[src/rtl/alu_pkg.sv]
// Shared opcode, state and payload definitions for the 4-bit accumulator ALU.
package alu_pkg;

  localparam int unsigned DATA_W = 4;

  typedef logic [1:0] op_t;

  localparam op_t OP_LOAD = 2'b00;
  localparam op_t OP_ADD  = 2'b01;
  localparam op_t OP_SUB  = 2'b10;
  localparam op_t OP_MUL  = 2'b11;

  typedef enum logic [1:0] {
    IDLE     = 2'd0,
    MUL_LOOP = 2'd1,
    RESP     = 2'd2
  } state_t;

  typedef struct packed {
    op_t               op;
    logic [DATA_W-1:0] operand;
  } cmd_t;

endpackage

[src/rtl/adder_4b.sv]
// 4-bit ripple adder with carry in/out; shared by ADD, SUB and the MUL loop.
module adder_4b
  import alu_pkg::*;
(
  input  logic [DATA_W-1:0] a,
  input  logic [DATA_W-1:0] b,
  input  logic              cin,
  output logic [DATA_W-1:0] sum_c,
  output logic              cout_c
);

  assign {cout_c, sum_c} = (DATA_W+1)'(a) + (DATA_W+1)'(b) + (DATA_W+1)'(cin);

endmodule

[src/rtl/alu_acc_4b.sv]
// Accumulator stage: LOAD/ADD/SUB in one cycle, MUL by repeated addition.
// Flag ports and registers exist only when ALU_ACC_FLAGS_EN is defined.
module alu_acc_4b
  import alu_pkg::*;
(
  input  logic              clk,
  input  logic              rst,
  input  logic              in_valid,
  output logic              in_ready,
  input  logic [1:0]        in_op,
  input  logic [DATA_W-1:0] in_operand,
  output logic              out_valid,
  input  logic              out_ready,
  output logic [DATA_W-1:0] out_acc
`ifdef ALU_ACC_FLAGS_EN
  ,
  output logic              out_carry,
  output logic              out_zero,
  output logic              out_ovf
`endif
);

  localparam int unsigned MSB = DATA_W - 1;

  state_t            state, state_nxt;
  cmd_t              cmd_c;
  logic [DATA_W-1:0] mcand, prod, count;
  logic [DATA_W-1:0] add_a, add_b, add_sum;
  logic              add_cin, add_cout;

  assign cmd_c = '{op: in_op, operand: in_operand};

  // Adder operands: accumulator/operand when idle, product/multiplicand in the loop.
  always_comb begin
    add_a   = out_acc;
    add_b   = cmd_c.operand;
    add_cin = 1'b0;
    if (state == MUL_LOOP) begin
      add_a = prod;
      add_b = mcand;
    end else if (cmd_c.op == OP_SUB) begin
      add_b   = ~cmd_c.operand;
      add_cin = 1'b1;
    end
  end

  adder_4b u_adder (
    .a      (add_a),
    .b      (add_b),
    .cin    (add_cin),
    .sum_c  (add_sum),
    .cout_c (add_cout)
  );

`ifdef ALU_ACC_FLAGS_EN
  logic mul_c;
  logic add_ovf_c;

  assign add_ovf_c = (cmd_c.op == OP_SUB)
    ? ((out_acc[MSB] != cmd_c.operand[MSB]) && (add_sum[MSB] != out_acc[MSB]))
    : ((out_acc[MSB] == cmd_c.operand[MSB]) && (add_sum[MSB] != out_acc[MSB]));
`else
  logic unused_cout;
  assign unused_cout = add_cout;
`endif

  always_comb begin
    state_nxt = state;
    case (state)
      IDLE:     if (in_valid) state_nxt = (cmd_c.op == OP_MUL) ? MUL_LOOP : RESP;
      MUL_LOOP: if (count == '0) state_nxt = RESP;
      RESP:     if (out_ready) state_nxt = IDLE;
      default:  state_nxt = IDLE;
    endcase
  end

  // Handshake outputs are registered from the next state.
  always_ff @(posedge clk) begin
    if (rst) begin
      state     <= IDLE;
      in_ready  <= 1'b1;
      out_valid <= 1'b0;
    end else begin
      state     <= state_nxt;
      in_ready  <= (state_nxt == IDLE);
      out_valid <= (state_nxt == RESP);
    end
  end

  always_ff @(posedge clk) begin
    if (rst) begin
      out_acc <= '0;
      mcand   <= '0;
      prod    <= '0;
      count   <= '0;
`ifdef ALU_ACC_FLAGS_EN
      out_carry <= 1'b0;
      out_zero  <= 1'b0;
      out_ovf   <= 1'b0;
      mul_c     <= 1'b0;
`endif
    end else begin
      case (state)
        IDLE: begin
          if (in_valid) begin
            case (cmd_c.op)
              OP_LOAD: begin
                out_acc <= cmd_c.operand;
`ifdef ALU_ACC_FLAGS_EN
                out_carry <= 1'b0;
                out_ovf   <= 1'b0;
                out_zero  <= (cmd_c.operand == '0);
`endif
              end
              OP_ADD, OP_SUB: begin
                out_acc <= add_sum;
`ifdef ALU_ACC_FLAGS_EN
                out_carry <= add_cout;
                out_ovf   <= add_ovf_c;
                out_zero  <= (add_sum == '0);
`endif
              end
              default: begin
                mcand <= out_acc;
                count <= cmd_c.operand;
                prod  <= '0;
`ifdef ALU_ACC_FLAGS_EN
                mul_c <= 1'b0;
`endif
              end
            endcase
          end
        end
        MUL_LOOP: begin
          if (count == '0) begin
            out_acc <= prod;
`ifdef ALU_ACC_FLAGS_EN
            out_carry <= mul_c;
            out_ovf   <= 1'b0;
            out_zero  <= (prod == '0);
`endif
          end else begin
            prod  <= add_sum;
            count <= count - DATA_W'(1);
`ifdef ALU_ACC_FLAGS_EN
            mul_c <= mul_c | add_cout;
`endif
          end
        end
        default: ;
      endcase
    end
  end

endmodule

[config.mk]
export PLATFORM = sky130hd
export DESIGN_NAME = alu_acc_4b
export DESIGN_NICKNAME = d
export VERILOG_FILES = /design/src/rtl/alu_pkg.sv /design/src/rtl/adder_4b.sv /design/src/rtl/alu_acc_4b.sv
export SDC_FILE = /design/constraint.sdc
export NUM_CORES = 1
export LEC_CHECK = 0
export ABC_AREA = 0
export CORE_AREA = 10 10 61 58
export CTS_CLUSTER_SIZE = 8
export DETAILED_ROUTE_END_ITERATION = 12
export DIE_AREA = 0 0 71 68
export GPL_TIMING_DRIVEN = 0
export PLACE_DENSITY = 0.81
export SLEW_MARGIN = 20
export SYNTH_ARGS = -nofsm -noshare
export SYNTH_HDL_FRONTEND = slang
export SYNTH_SLANG_ARGS = --single-unit
[constraint.sdc]
create_clock -name clk -period 6.65 [get_ports clk]
set_input_delay 1.33 -clock clk [delete_from_list [all_inputs] [get_ports clk]]
set_output_delay 1.33 -clock clk [all_outputs]
set_load 0.1 [all_outputs]
# Word level (Yosys, flattened, before mapping)
# Index checks and enable logic that the tools add are counted.
# W data, S select, Z words.
[word_totals]
regBits = 20
output_inout_bits = 6
[op_classes]
n_addsub = 3
eq_ne = 11
muxes = 22
bitwise = 2
reduce_logical = 10
[ops]
columns = ["cell", "n"]
rows = [
  ["$mux W4", 11],
  ["$pmux W4 S2", 4],
  ["$eq A2 B2 Y1 const B", 4],
  ["$mux W2", 4],
  ["$reduce_and A4 Y1", 2],
  ["$logic_not A2 Y1", 3],
  ["$ne A2 B2 Y1 const B", 3],
  ["$pmux W2 S3", 1],
  ["$add A4 B1 Y4", 1],
  ["$add A4 B4 Y4", 1],
  ["$eq A2 B1 Y1 const B", 2],
  ["$logic_not A4 Y1", 1],
  ["$not A4 Y4", 1],
  ["$sub A4 B1 Y4 const B", 1],
  ["$ne A3 B3 Y1 const B", 1],
  ["$reduce_and A3 Y1", 1],
  ["$reduce_or A3 Y1", 1],
  ["$mux W1", 2],
  ["$ne A2 B1 Y1 const B", 1],
  ["$reduce_bool A2 Y1", 1],
  ["$reduce_or A2 Y1", 1],
  ["$not A1 Y1", 1],
]

# Depth between registers and ports, before layout
# Gate-level depths: netlist of the first run.
[depth]
depth_word = 8
mapped_depth = 12
ltp_nobuf = 10

# Modules after synthesis
# From an unflattened synthesis of the first run, not the netlist that was laid out.
[unflattened]
hier_cells = 158
area_unflattened_um2 = 1291.2
[by_module_without_submodules]
columns = ["module", "instances", "cells_each", "area_per_inst_um2"]
rows = [
  ["alu_acc_4b", 1, 142, 1147.4],
  ["adder_4b", 1, 16, 143.9],
]

# Worst setup path before layout of the first run
# Ideal clock, no wire load.
[synth_timing]
path_type = "in2reg"
start = "in in_op[0]"
end = "reg out_acc[2]"
t_arrival_ps = 3268
required_ps = 6564
path_slack_ps = 3296
cell_stages = 11
n_path_buf = 1
cell_sequence = "inv_1 -> ha_1 -> buf_2 -> xnor2_1 -> o21ai_0 -> fa_1 -> fa_1 -> xnor2_1 -> o21ai_0 -> a21boi_0 -> a211oi_1"
[synth_between]
elab_chain_cells = 8
[synth_lines]
columns = ["item", "line_no", "source"]
rows = [
  ["start: declaration", "alu_acc_4b.sv:10", "input logic [1:0] in_op,"],
  ["$eq A2 B2 Y1", "alu_acc_4b.sv:41, alu_acc_4b.sv:106", ""],
  ["$mux W4", "alu_acc_4b.sv:41", "end else if (cmd_c.op == OP_SUB) begin"],
  ["$mux W4", "alu_acc_4b.sv:38", "if (state == MUL_LOOP) begin"],
  ["$add A4 B4 Y4", "adder_4b.sv:12", "assign {cout_c, sum_c} = (DATA_W+1)'(a) + (DATA_W+1)'(b) + (DATA_W+1)'(cin);"],
  ["$add A4 B1 Y4", "adder_4b.sv:12", ""],
  ["$pmux W4 S2", "alu_acc_4b.sv:106", "case (cmd_c.op)"],
  ["$mux W4", "alu_acc_4b.sv:105", "if (in_valid) begin"],
  ["$pmux W4 S2", "alu_acc_4b.sv:103", "case (state)"],
  ["end signal: assignment", "alu_acc_4b.sv:108", "out_acc <= cmd_c.operand;"],
  ["end signal: assignment", "alu_acc_4b.sv:116", "out_acc <= add_sum;"],
  ["end signal: assignment", "alu_acc_4b.sv:136", "out_acc <= prod;"],
  ["end: declaration", "alu_acc_4b.sv:14", "output logic [DATA_W-1:0] out_acc"],
]
# Several ways; a longest one is shown, not always the timed one. The select of a mux whose other input is x is not followed.
# A chain may end at the register's enable or synchronous reset.

# Final worst setup path of the first run
# Same ends and word-level chain as after synthesis.

==> flow_summary_export.csv, run 1 <==
group,metric,value,unit
placement,dpl_hpwl,2250,um
power_and_ir_drop,combPwrFrac,0.322,
worst_setup_path,setup.worst_path.end_class,"flip-flop",
logic_synthesis,average_footprint_of_a_synthesized_cell,8.57,um^2
detailed_routing,iteration_count_of_the_initial_detailed_routing_pass,4,
detailed_routing,postRouteWirelength,3060,um
power_and_ir_drop,power.switching_fraction,0.334,
worst_setup_path,timing_worst_setup_path_type,"input port to flip-flop",
clocking,worst_setup_hold_path_clk_slew,0.11,ns
grt,grt_pass1_vias,1172,
floorplan,core_area,2340,um^2
grt,overflow,0,
worst_setup_path,data_arrival_time_of_the_worst_path,4.06,ns
floorplan,die_area,4830,um^2
logic_synthesis,synth_fp_nets,169,
logic_synthesis,synth_top_area_cell,"sky130_fd_sc_hd__dfxtp_1",
worst_setup_path,crit_slowest_cell,"sky130_fd_sc_hd__clkdlybuf4s50_1",
grt,grt_start_max_net_pins,13,
worst_setup_path,timing.rr.end,"out_acc[2]",
clocking,clock_tree.htree_level_count,1,
clocking,clock_tree_from_tritoncts,"built",
clocking,postCtsSetupRepairBufs,0,
timing,fin_crit,3.82,ns
logic_synthesis,synth_cells,151,
logic_synthesis,number_of_flip_flops_and_latches_in_the_synthesized_netlist,20,
placement,gp_routability_congestion,0.849,
clocking,cts.repair.resized,0,
timing,finalMaxSlewViolations,0,
grt,grtUsageTotal,0.135,
cells_and_area,antenna_cells_inserted,0,
power_and_ir_drop,clock_power_share,0.297,
worst_setup_path,cp.required,6.89,ns
cells_and_area,final_net_count,188,
logic_synthesis,synth.cell_area,1290,um^2
cells_and_area,instances_no_fill,197,
floorplan,die_h,68,um
cells_and_area,area_used_by_multi_input_combinational_logic,833,um^2
clocking,worstSkewPairLatency,0.32,ns
min_path,timing.hold.worst_endpoint,"prod[0]",
logic_synthesis,post-synth-top-count-cell,"sky130_fd_sc_hd__dfxtp_1",
outcome,outcome,"finished clean",
timing,timing.final.crit_share,0.575,
clocking,clock_sink_count,20,
logic_synthesis,synth_commonest_cells,"20 x sky130_fd_sc_hd__dfxtp_1, 18 x sky130_fd_sc_hd__nand2_1, 15 x sky130_fd_sc_hd__nor2_1, 11 x sky130_fd_sc_hd__o21ai_0, 10 x sky130_fd_sc_hd__a21oi_1",
clocking,cts_hold_buf,0,
detailed_routing,drc_errors,0,
detailed_routing,final_antenna_net_count,0,
floorplan,initial_utilization,0.553,
grt,antenna_found_initial,0,
cells_and_area,final_core_util,0.650,
worst_setup_path,worstSetupStartpointType,"input port",
timing,grt_setup_unrepaired,"false",
power_and_ir_drop,powerDensity,226,nW/um^2
min_path,hold_path.startpoint,"prod[0]",
timing,worst_clock_skew_on_the_final_layout,0.00365,ns
placement,number_of_buffer_cells_added_on_primary_ports,14,
timing,setup_viol_count_final,0,
logic_synthesis,synth_top_area_frac,0.309,
logic_synthesis,netlist_top_cells_area,"sky130_fd_sc_hd__dfxtp_1 31%, sky130_fd_sc_hd__mux2i_1 6.2%, sky130_fd_sc_hd__ha_1 5.8%",
floorplan,ios,16,
detailed_routing,vias,1139,
logic_synthesis,ys.flop_type,"sky130_fd_sc_hd__dfxtp_1",
power_and_ir_drop,switchingPower,115,uW
logic_synthesis,async_flop_share,0,
worst_setup_path,ff2ff_setup_slack,3.71,ns
min_path,cell_depth_of_the_worst_hold_path,2,
detailed_routing,detailedRoute.firstIterationViolations,139,
cells_and_area,flow.area_growth_from_synthesis,17.6,%
clocking,ctsLongestPathBuffers,2,
clocking,clk_root_buffer_cell,"sky130_fd_sc_hd__clkbuf_4",
timing,worst_slew_margin_rel,0.345,
timing,worst-slew-pin-transition,0.980,ns
floorplan,row_count,17,
clocking,clock_buffer_count_from_cts,3,
power_and_ir_drop,cellInternalPower,229,uW
worst_setup_path,critPathMaxStageDelay,0.51,ns
logic_synthesis,synth_enable_flop_cells,0,
detailed_routing,wl_per_cell,15.5,um
cells_and_area,final.fill_count,212,
power_and_ir_drop,p_leak,0.000622,uW
logic_synthesis,ys_warn_count,0,
worst_setup_path,critPathMaxFanout,5,
flow_run,maximum_capacitance_violations,0,
cells_and_area,regArea,400,um^2
floorplan,die_width,71,um
timing,setup_tns,0,ns
cells_and_area,drive_gt1_frac,0.0947,
worst_setup_path,reg2reg_from,"state[1]",
timing,clock.fmax,262,MHz
timing,hold_viol,0,
worst_setup_path,cp_cell_sequence,"clkdlybuf4s50_1 > inv_1 > ha_1 > buf_2 > xnor2_1 > o21ai_0 > fa_1 > fa_1 > xnor2_1 > o21ai_0 > a21boi_0 > a211oi_1",
power_and_ir_drop,power.ir.vdd_worst,182,uV
worst_setup_path,timing.reg2reg.worst_path_depth,11,
worst_setup_path,crit_buf_inv,3,
grt,grt_first_pass_wirelength,5320,um
worst_setup_path,critical_path.top_delay_family,"adder cells",
logic_synthesis,synth_sequential_area_ratio,0.309,
min_path,min-delay-path-class,"flip-flop to flip-flop",
logic_synthesis,synth.distinct_cells,45,
detailed_routing,viasPerCell,5.78,
power_and_ir_drop,sequentialPowerShare,0.381,
placement,placed_cells,193,
## worst max-delay path by stage
stage / start / end / slack [ns] / cells after the start
2_1_floorplan: in_op[0] / out_acc[2] / 3.30 / 11
3_3_place_gp: in_op[0] / out_acc[2] / 2.58 / 12
3_5_place_dp: in_op[0] / out_acc[2] / 2.54 / 12
4_1_cts: in_op[0] / out_acc[2] / 2.85 / 12
5_1_grt: in_op[0] / out_acc[2] / 2.62 / 12
6_report: in_op[0] / out_acc[2] / 2.83 / 12
## state kept, by name (all words and copies together), names as in the netlist
signal and flops:
in_ready 1, count 4, mcand 4, state 2
prod 4, out_valid 1, out_acc 4
## area by class of cell
cell class                      instances  area share
Clock inverter                          1      0.0197
Clock buffer                            3      0.0148
Multi-Input combinational cell        119       0.548
Buffer                                  9      0.0321
Sequential cell                        20       0.263
Tap cell                               28      0.0230
Timing Repair Buffer                   14      0.0921
Inverter                                3     0.00740
## tightest hold or removal path, delay by kind of cell, from the launching register on
| family | cells | cell delay [ns] |
|---|---|---|
| DFF | 1 | 0.33 |
| and+or+nand+nor | 1 | 0.06 |
| AOI/OAI and AO/OA | 1 | 0.06 |
## stage by stage
step                worst slack, ns  hold WS (ns)  power, uW  instance area (um^2)
global route                   2.62         0.502        361                  1520
finish                         2.83         0.486        344                  1520
CTS                            2.85         0.493        347                  1520
floorplan                      3.30         0.448        218                  1290
global placement               2.58         0.458        242                  1470
detailed placement             2.54         0.472        244                  1470
## cell families after synthesis
kind of cell | count (synthesis) | share of synthesized area
xor gates and xnor gates | 5 | 0.0454
AOI/OAI and AO/OA | 36 | 0.187
adders and majority gates | 8 | 0.0890
and+or+nand+nor | 61 | 0.252
muxes | 9 | 0.0706
DFF | 20 | 0.309
buffers and inverters | 12 | 0.0464
## layer usage
layer / global-route usage / vias to the layer above / routed length [um]
met3: 0.0520 / 10 / 230
met2: 0.211 / 35 / 1360
met4: 0.0700 / 0 / 78
met1: 0.159 / 525 / 1390
met5: 0 / - / 0
li1: - / 569 / -
## cells in the final DEF (no fill, tap or decap), types with 3 or more instances in the layout
| cell type | netlist | routed |
|---|---|---|
| sky130_fd_sc_hd__clkbuf_1 | 4 | 4 |
| sky130_fd_sc_hd__xnor2_1 | 4 | 4 |
| sky130_fd_sc_hd__clkdlybuf4s50_1 | 0 | 14 |
| sky130_fd_sc_hd__dfxtp_1 | 20 | 20 |
| sky130_fd_sc_hd__nor3_1 | 4 | 4 |
| sky130_fd_sc_hd__o21ai_0 | 11 | 11 |
| sky130_fd_sc_hd__a21oi_1 | 10 | 10 |
| sky130_fd_sc_hd__nand2_1 | 18 | 18 |
| sky130_fd_sc_hd__mux2i_1 | 8 | 8 |
| sky130_fd_sc_hd__nand3b_1 | 3 | 3 |
| sky130_fd_sc_hd__clkbuf_4 | 0 | 3 |
| sky130_fd_sc_hd__nor3b_1 | 3 | 3 |
| sky130_fd_sc_hd__nor2_1 | 15 | 15 |
| sky130_fd_sc_hd__buf_2 | 3 | 3 |
| sky130_fd_sc_hd__inv_1 | 3 | 3 |
| sky130_fd_sc_hd__ha_1 | 6 | 6 |
## power groups by stage
stage	sequential (uW)	combinational (uW)	clock, uW
3_5_place_dp	134	110	0
3_3_place_gp	133	108	0
5_1_grt	132	120	109
2_1_floorplan	162	55.5	0
6_report	131	111	102
4_1_cts	131	111	105
Note: power is estimated with default switching activity, not from simulation.
==> run 2, diff against run 1 <==
CORE_AREA = 10 10 63 60   (was 10 10 61 58)
DIE_AREA = 0 0 73 70   (was 0 0 71 68)
PLACE_DENSITY = 0.75   (was 0.81)
clock period = 3.55 ns   (was 6.65 ns; I/O delays follow)
==> flow_summary_export.csv, run 2 (same netlist as run 1, synthesis figures left out) <==
group,metric,value,unit
floorplan,row_count,18,
outcome,outcome,"finished clean",
cells_and_area,layout_commonest_cell,"sky130_fd_sc_hd__dfxtp_1",
clocking,clock_tree.htree_level_count,1,
grt,grtUsageTotal,0.128,
worst_setup_path,critical_path.top_delay_family,"adder cells",
clocking,cts_hold_buf,0,
timing,finalMaxSlewViolations,0,
timing,timing.final.crit_share,0.903,
detailed_routing,routed_wl_met3,170,um
placement,number_of_buffer_cells_added_on_primary_ports,14,
cells_and_area,most_frequent_cells_in_the_layout,"20 x sky130_fd_sc_hd__dfxtp_1, 18 x sky130_fd_sc_hd__nand2_1, 15 x sky130_fd_sc_hd__nor2_1",
worst_setup_path,ff2ff_setup_slack,0.61,ns
worst_setup_path,cp_cell_sequence,"clkdlybuf4s50_1 > inv_1 > ha_1 > buf_2 > xnor2_1 > o21ai_0 > fa_1 > fa_1 > xnor2_1 > o21ai_0 > a21boi_0 > a211oi_1",
floorplan,die_h,70,um
detailed_routing,wl_per_cell,15.6,um
grt,overflow,0,
timing,worst_slew_margin_rel,0.351,
detailed_routing,routedLengthMet1,1470,um
worst_setup_path,crit_slowest_cell,"sky130_fd_sc_hd__clkdlybuf4s50_1",
cells_and_area,final_net_count,188,
floorplan,core_area,2570,um^2
worst_setup_path,crit_buf_inv,3,
detailed_routing,vias,1126,
worst_setup_path,data_arrival_time_of_the_worst_path,3.43,ns
worst_setup_path,cp.required,3.77,ns
flow_run,maximum_capacitance_violations,0,
timing,setup_viol_count_final,0,
grt,grt_first_pass_wirelength,5560,um
clocking,postCtsSetupRepairBufs,0,
power_and_ir_drop,switchingPower,212,uW
worst_setup_path,critPathMaxStageDelay,0.52,ns
worst_setup_path,critPathMaxFanout,5,
worst_setup_path,timing.critical_path.depth,12,
power_and_ir_drop,powerDensity,391,nW/um^2
floorplan,die_area,5110,um^2
cells_and_area,antenna_cells_inserted,0,
timing,worst_clock_skew_on_the_final_layout,0.00450,ns
floorplan,ios,16,
placement,dpl_hpwl,2320,um
floorplan,initial_utilization,0.504,
clocking,worstSkewPairLatency,0.30,ns
clocking,cts.repair.resized,0,
power_and_ir_drop,power.ir.vdd_worst,279,uV
cells_and_area,flow.area_growth_from_synthesis,16.5,%
worst_setup_path,setup.worst_path.end_class,"flip-flop",
detailed_routing,wl_met2,1450,um
floorplan,die_width,73,um
timing,hold_viol,0,
worst_setup_path,timing.reg2reg.worst_path_depth,11,
detailed_routing,iteration_count_of_the_initial_detailed_routing_pass,4,
clocking,ctsLongestPathBuffers,2,
timing,grt_setup_unrepaired,"false",
grt,grt_pass1_vias,1163,
clocking,clk_root_buffer_cell,"sky130_fd_sc_hd__clkbuf_4",
min_path,cell_depth_of_the_worst_hold_path,2,
power_and_ir_drop,power.switching_fraction,0.360,
power_and_ir_drop,sequentialPowerShare,0.416,
detailed_routing,final_antenna_net_count,0,
timing,worst-slew-pin-transition,0.971,ns
detailed_routing,postRouteWirelength,3110,um
clocking,clock_sink_count,20,
clocking,worst_setup_hold_path_clk_slew,0.12,ns
placement,gp_routability_congestion,0.874,
grt,antenna_found_initial,0,
cells_and_area,final.fill_count,253,
cells_and_area,drive_gt1_frac,0.0947,
power_and_ir_drop,combPwrFrac,0.353,
power_and_ir_drop,cellInternalPower,377,uW
worst_setup_path,worstSetupStartpointType,"input port",
grt,grt_start_max_net_pins,12,
timing,setup_tns,0,ns
power_and_ir_drop,fin_total_pwr,589,uW
detailed_routing,drc_errors,0,
timing,fin_crit,3.21,ns
timing,clock.fmax,312,MHz
detailed_routing,viasPerCell,5.66,
detailed_routing,detailedRoute.firstIterationViolations,75,
power_and_ir_drop,clock_power_share,0.231,
clocking,clock_buffer_count_from_cts,3,
detailed_routing,dr.max_layer_used,"met4",
power_and_ir_drop,p_leak,0.000615,uW
worst_setup_path,timing_worst_setup_path_type,"input port to flip-flop",
min_path,min-delay-path-class,"flip-flop to flip-flop",
clocking,clock_tree_from_tritoncts,"built",
-- run 2: cell count changes in the layout (fill, tap and decap cells not counted), sizes merged --
cell / previous run / this run
bufinv: 1 / 0
clkbuf: 7 / 8
-- run 2: per-layer routing --
metal,up-vias,global-route usage
li1,568,-
met1,531,0.173
met2,23,0.200
met3,4,0.0254
met4,0,0.0295
met5,-,0
-- run 2: cell type report --
cell class,instances,area (um^2),area share
multi-input combinational,119,833,0.553
sequential,20,400,0.266
timing repair buffer,14,140,0.0929
buffer,9,48.8,0.0324
tap,30,37.5,0.0249
clock buffer,4,36.3,0.0241
inverter,3,11.3,0.00747
-- run 2: worst register-to-register path, cell delays in order (launching register included) --
cell                       delay [ns]
sky130_fd_sc_hd__dfxtp_1         0.32
sky130_fd_sc_hd__buf_4           0.16
sky130_fd_sc_hd__nor2b_1         0.10
sky130_fd_sc_hd__buf_2           0.18
sky130_fd_sc_hd__clkbuf_1        0.35
sky130_fd_sc_hd__o21ai_0         0.21
sky130_fd_sc_hd__fa_1            0.46
sky130_fd_sc_hd__fa_1            0.39
sky130_fd_sc_hd__xnor2_1         0.15
sky130_fd_sc_hd__o21ai_0         0.15
sky130_fd_sc_hd__a21boi_0        0.10
sky130_fd_sc_hd__a211oi_1        0.27
-- run 2: final timing paths --
check,from,to
min reg2reg,prod[1],prod[1]
max reg2reg,state[1],out_acc[2]
min,prod[1],prod[1]
max,in_op[0],out_acc[2]
-- run 2: metrics by stage --
stage | area [um^2] | cells | utilization | hold slack (ns) | setup WS, ns
2_1_floorplan | 1290 | 151 | - | 0.448 | 0.816
3_3_place_gp | 1470 | 195 | 0.573 | 0.454 | 0.0926
3_5_place_dp | 1470 | 195 | 0.573 | 0.462 | 0.0643
4_1_cts | 1510 | 199 | 0.587 | 0.480 | 0.349
5_1_grt | 1510 | 199 | 0.587 | 0.514 | 0.0315
6_report | 1510 | 199 | 0.587 | 0.483 | 0.343
-- run 2: power groups by stage --
| stage | Clock [uW] | Sequential (uW) | Combinational [uW] |
|---|---|---|---|
| 2_1_floorplan | 0 | 304 | 104 |
| 3_3_place_gp | 0 | 250 | 204 |
| 4_1_cts | 142 | 245 | 209 |
| 5_1_grt | 149 | 247 | 229 |
| 3_5_place_dp | 0 | 250 | 208 |
| 6_report | 136 | 245 | 208 |
==> run 3, diff against run 2 <==
REMOVE_ABC_BUFFERS = 1   (was unset)
==> flow_summary_export.csv, run 3 (same netlist as run 1, synthesis figures left out) <==
group,metric,value,unit
outcome,outcome,"finished clean",
worst_setup_path,cp.required,3.76,ns
grt,overflow,0,
power_and_ir_drop,power.ir.vdd_worst,230,uV
power_and_ir_drop,p_leak,0.000583,uW
timing,setup_viol_count_final,0,
timing,setup_tns,0,ns
min_path,cell_depth_of_the_worst_hold_path,2,
detailed_routing,postRouteWirelength,2950,um
timing,clock.fmax,315,MHz
floorplan,initial_utilization,0.504,
timing,finalMaxSlewViolations,0,
cells_and_area,final.fill_count,238,
grt,grt_first_pass_wirelength,5110,um
cells_and_area,antenna_cells_inserted,0,
floorplan,row_count,18,
timing,hold-worst-slack,0.476,ns
timing,fin_crit,3.17,ns
worst_setup_path,worstSetupStartpointType,"input port",
grt,grtUsageTotal,0.119,
placement,number_of_buffer_cells_added_on_primary_ports,15,
timing,hold_viol,0,
worst_setup_path,ff2ff_setup_slack,0.57,ns
detailed_routing,iteration_count_of_the_initial_detailed_routing_pass,4,
timing,timing.final.crit_share,0.894,
min_path,timing.hold.worst_endpoint,"count[1]",
cells_and_area,drive_gt1_frac,0.0688,
detailed_routing,wl_per_cell,15.5,um
clocking,worst_setup_hold_path_clk_slew,0.11,ns
floorplan,die_width,73,um
clocking,worstSkewPairLatency,0.30,ns
floorplan,die_area,5110,um^2
clocking,ctsLongestPathBuffers,2,
floorplan,core_area,2570,um^2
clocking,postCtsSetupRepairBufs,0,
clocking,clock_buffer_count_from_cts,3,
timing,worst_slew_margin_rel,0.349,
worst_setup_path,data_arrival_time_of_the_worst_path,3.39,ns
placement,gp_routability_congestion,0.856,
worst_setup_path,timing_worst_setup_path_type,"input port to flip-flop",
worst_setup_path,reg2reg_from,"state[0]",
flow_run,maximum_capacitance_violations,0,
cells_and_area,flow.area_growth_from_synthesis,12.7,%
cells_and_area,final_core_util,0.568,
clocking,clock_sink_count,20,
clocking,clock_tree_from_tritoncts,"built",
grt,antenna_found_initial,0,
timing,grt_setup_unrepaired,"false",
min_path,min-delay-path-class,"flip-flop to flip-flop",
cells_and_area,most_frequent_cells_in_the_layout,"20 x sky130_fd_sc_hd__dfxtp_1, 18 x sky130_fd_sc_hd__nand2_1, 15 x sky130_fd_sc_hd__nor2_1, 15 x sky130_fd_sc_hd__clkdlybuf4s50_1, 11 x sky130_fd_sc_hd__o21ai_0",
worst_setup_path,timing.reg2reg.worst_path_depth,8,
detailed_routing,vias,1101,
min_path,hold_path.startpoint,"count[1]",
cells_and_area,final_net_count,180,
grt,grt_start_max_net_pins,20,
floorplan,die_h,70,um
clocking,clk_root_buffer_cell,"sky130_fd_sc_hd__clkbuf_4",
clocking,clock_tree.htree_level_count,1,
grt,grt_pass1_vias,1066,
power_and_ir_drop,powerDensity,384,nW/um^2
detailed_routing,drc_errors,0,
timing,worst-slew-pin-transition,0.973,ns
power_and_ir_drop,fin_total_pwr,560,uW
detailed_routing,detailedRoute.firstIterationViolations,116,
detailed_routing,final_antenna_net_count,0,
cells_and_area,layout_commonest_cell,"sky130_fd_sc_hd__dfxtp_1",
worst_setup_path,setup.worst_path.end_class,"flip-flop",
detailed_routing,viasPerCell,5.79,
placement,dpl_hpwl,2160,um
worst_setup_path,critPathMaxFanout,5,
worst_setup_path,timing.rr.end,"out_acc[2]",
floorplan,ios,16,
timing,worst_clock_skew_on_the_final_layout,0.00458,ns
==> run 3: changes by cell type in the layout (fill, tap and decap cells not counted), sizes merged <==
cell	change
clkdlybuf4s50	+1
clkbuf	-5
buf	-5
==> run 3: repair_timing <==
item                                    4_1_cts  5_1_grt
hold buffers                                  0        0
endpoints found under the setup margin        0        2
gates resized for setup                       0        1
==> run 3: per-stage QoR <==
step | setup slack [ns] | cell area, um^2 | std cells
after floorplan | 0.800 | 1240 | 142
after global placement | 0.0890 | 1430 | 187
after detailed placement | 0.0415 | 1430 | 187
after CTS | 0.160 | 1460 | 190
after global routing | 0.206 | 1460 | 190
final | 0.375 | 1460 | 190
==> run 3: power by group <==
group / total, uW / switching [uW] / internal, uW
sequential: 249 / 12.1 / 237
combinational: 202 / 126 / 76.5
clock: 110 / 70.1 / 39.6
total: 560 / 208 / 353
==> run 3: per-layer routing <==
| layer | global-route usage | wire (um) | share of wire | vias up |
|---|---|---|---|---|
| met5 | 0 | 0 | 0 | - |
| met4 | 0.0380 | 38 | 0.013 | 0 |
| met3 | 0.0254 | 150 | 0.051 | 6 |
| met2 | 0.188 | 1400 | 0.47 | 28 |
| met1 | 0.156 | 1360 | 0.46 | 515 |
| li1 | - | - | - | 552 |
==> run 3: cell type report <==
| class | instances | area (um^2) | area share |
|---|---|---|---|
| multi-input combinational | 119 | 836 | 0.573 |
| sequential | 20 | 400 | 0.275 |
| timing repair buffer | 15 | 150 | 0.103 |
| clock buffer | 3 | 22.5 | 0.0155 |
| inverter | 3 | 11.3 | 0.00773 |
| tap | 30 | 37.5 | 0.0258 |
==> run 3: worst max path at each step <==
stage,from,end,cells after the start
after global routing,in_op[0],out_acc[2],11
after floorplan,state[0],out_acc[2],8
after CTS,state[0],out_acc[2],8
final,in_op[0],out_acc[2],11
after detailed placement,in_op[0],out_acc[2],11
after global placement,in_op[0],out_acc[2],11
==> run 3: critical path, cell delays in order <==
cell	delay, ns
sky130_fd_sc_hd__clkdlybuf4s50_1	0.52
sky130_fd_sc_hd__inv_1	0.06
sky130_fd_sc_hd__ha_1	0.29
sky130_fd_sc_hd__xnor2_1	0.15
sky130_fd_sc_hd__o21ai_0	0.13
sky130_fd_sc_hd__fa_1	0.48
sky130_fd_sc_hd__fa_1	0.41
sky130_fd_sc_hd__xnor2_1	0.15
sky130_fd_sc_hd__o21ai_0	0.13
sky130_fd_sc_hd__a21boi_0	0.10
sky130_fd_sc_hd__a211oi_1	0.26
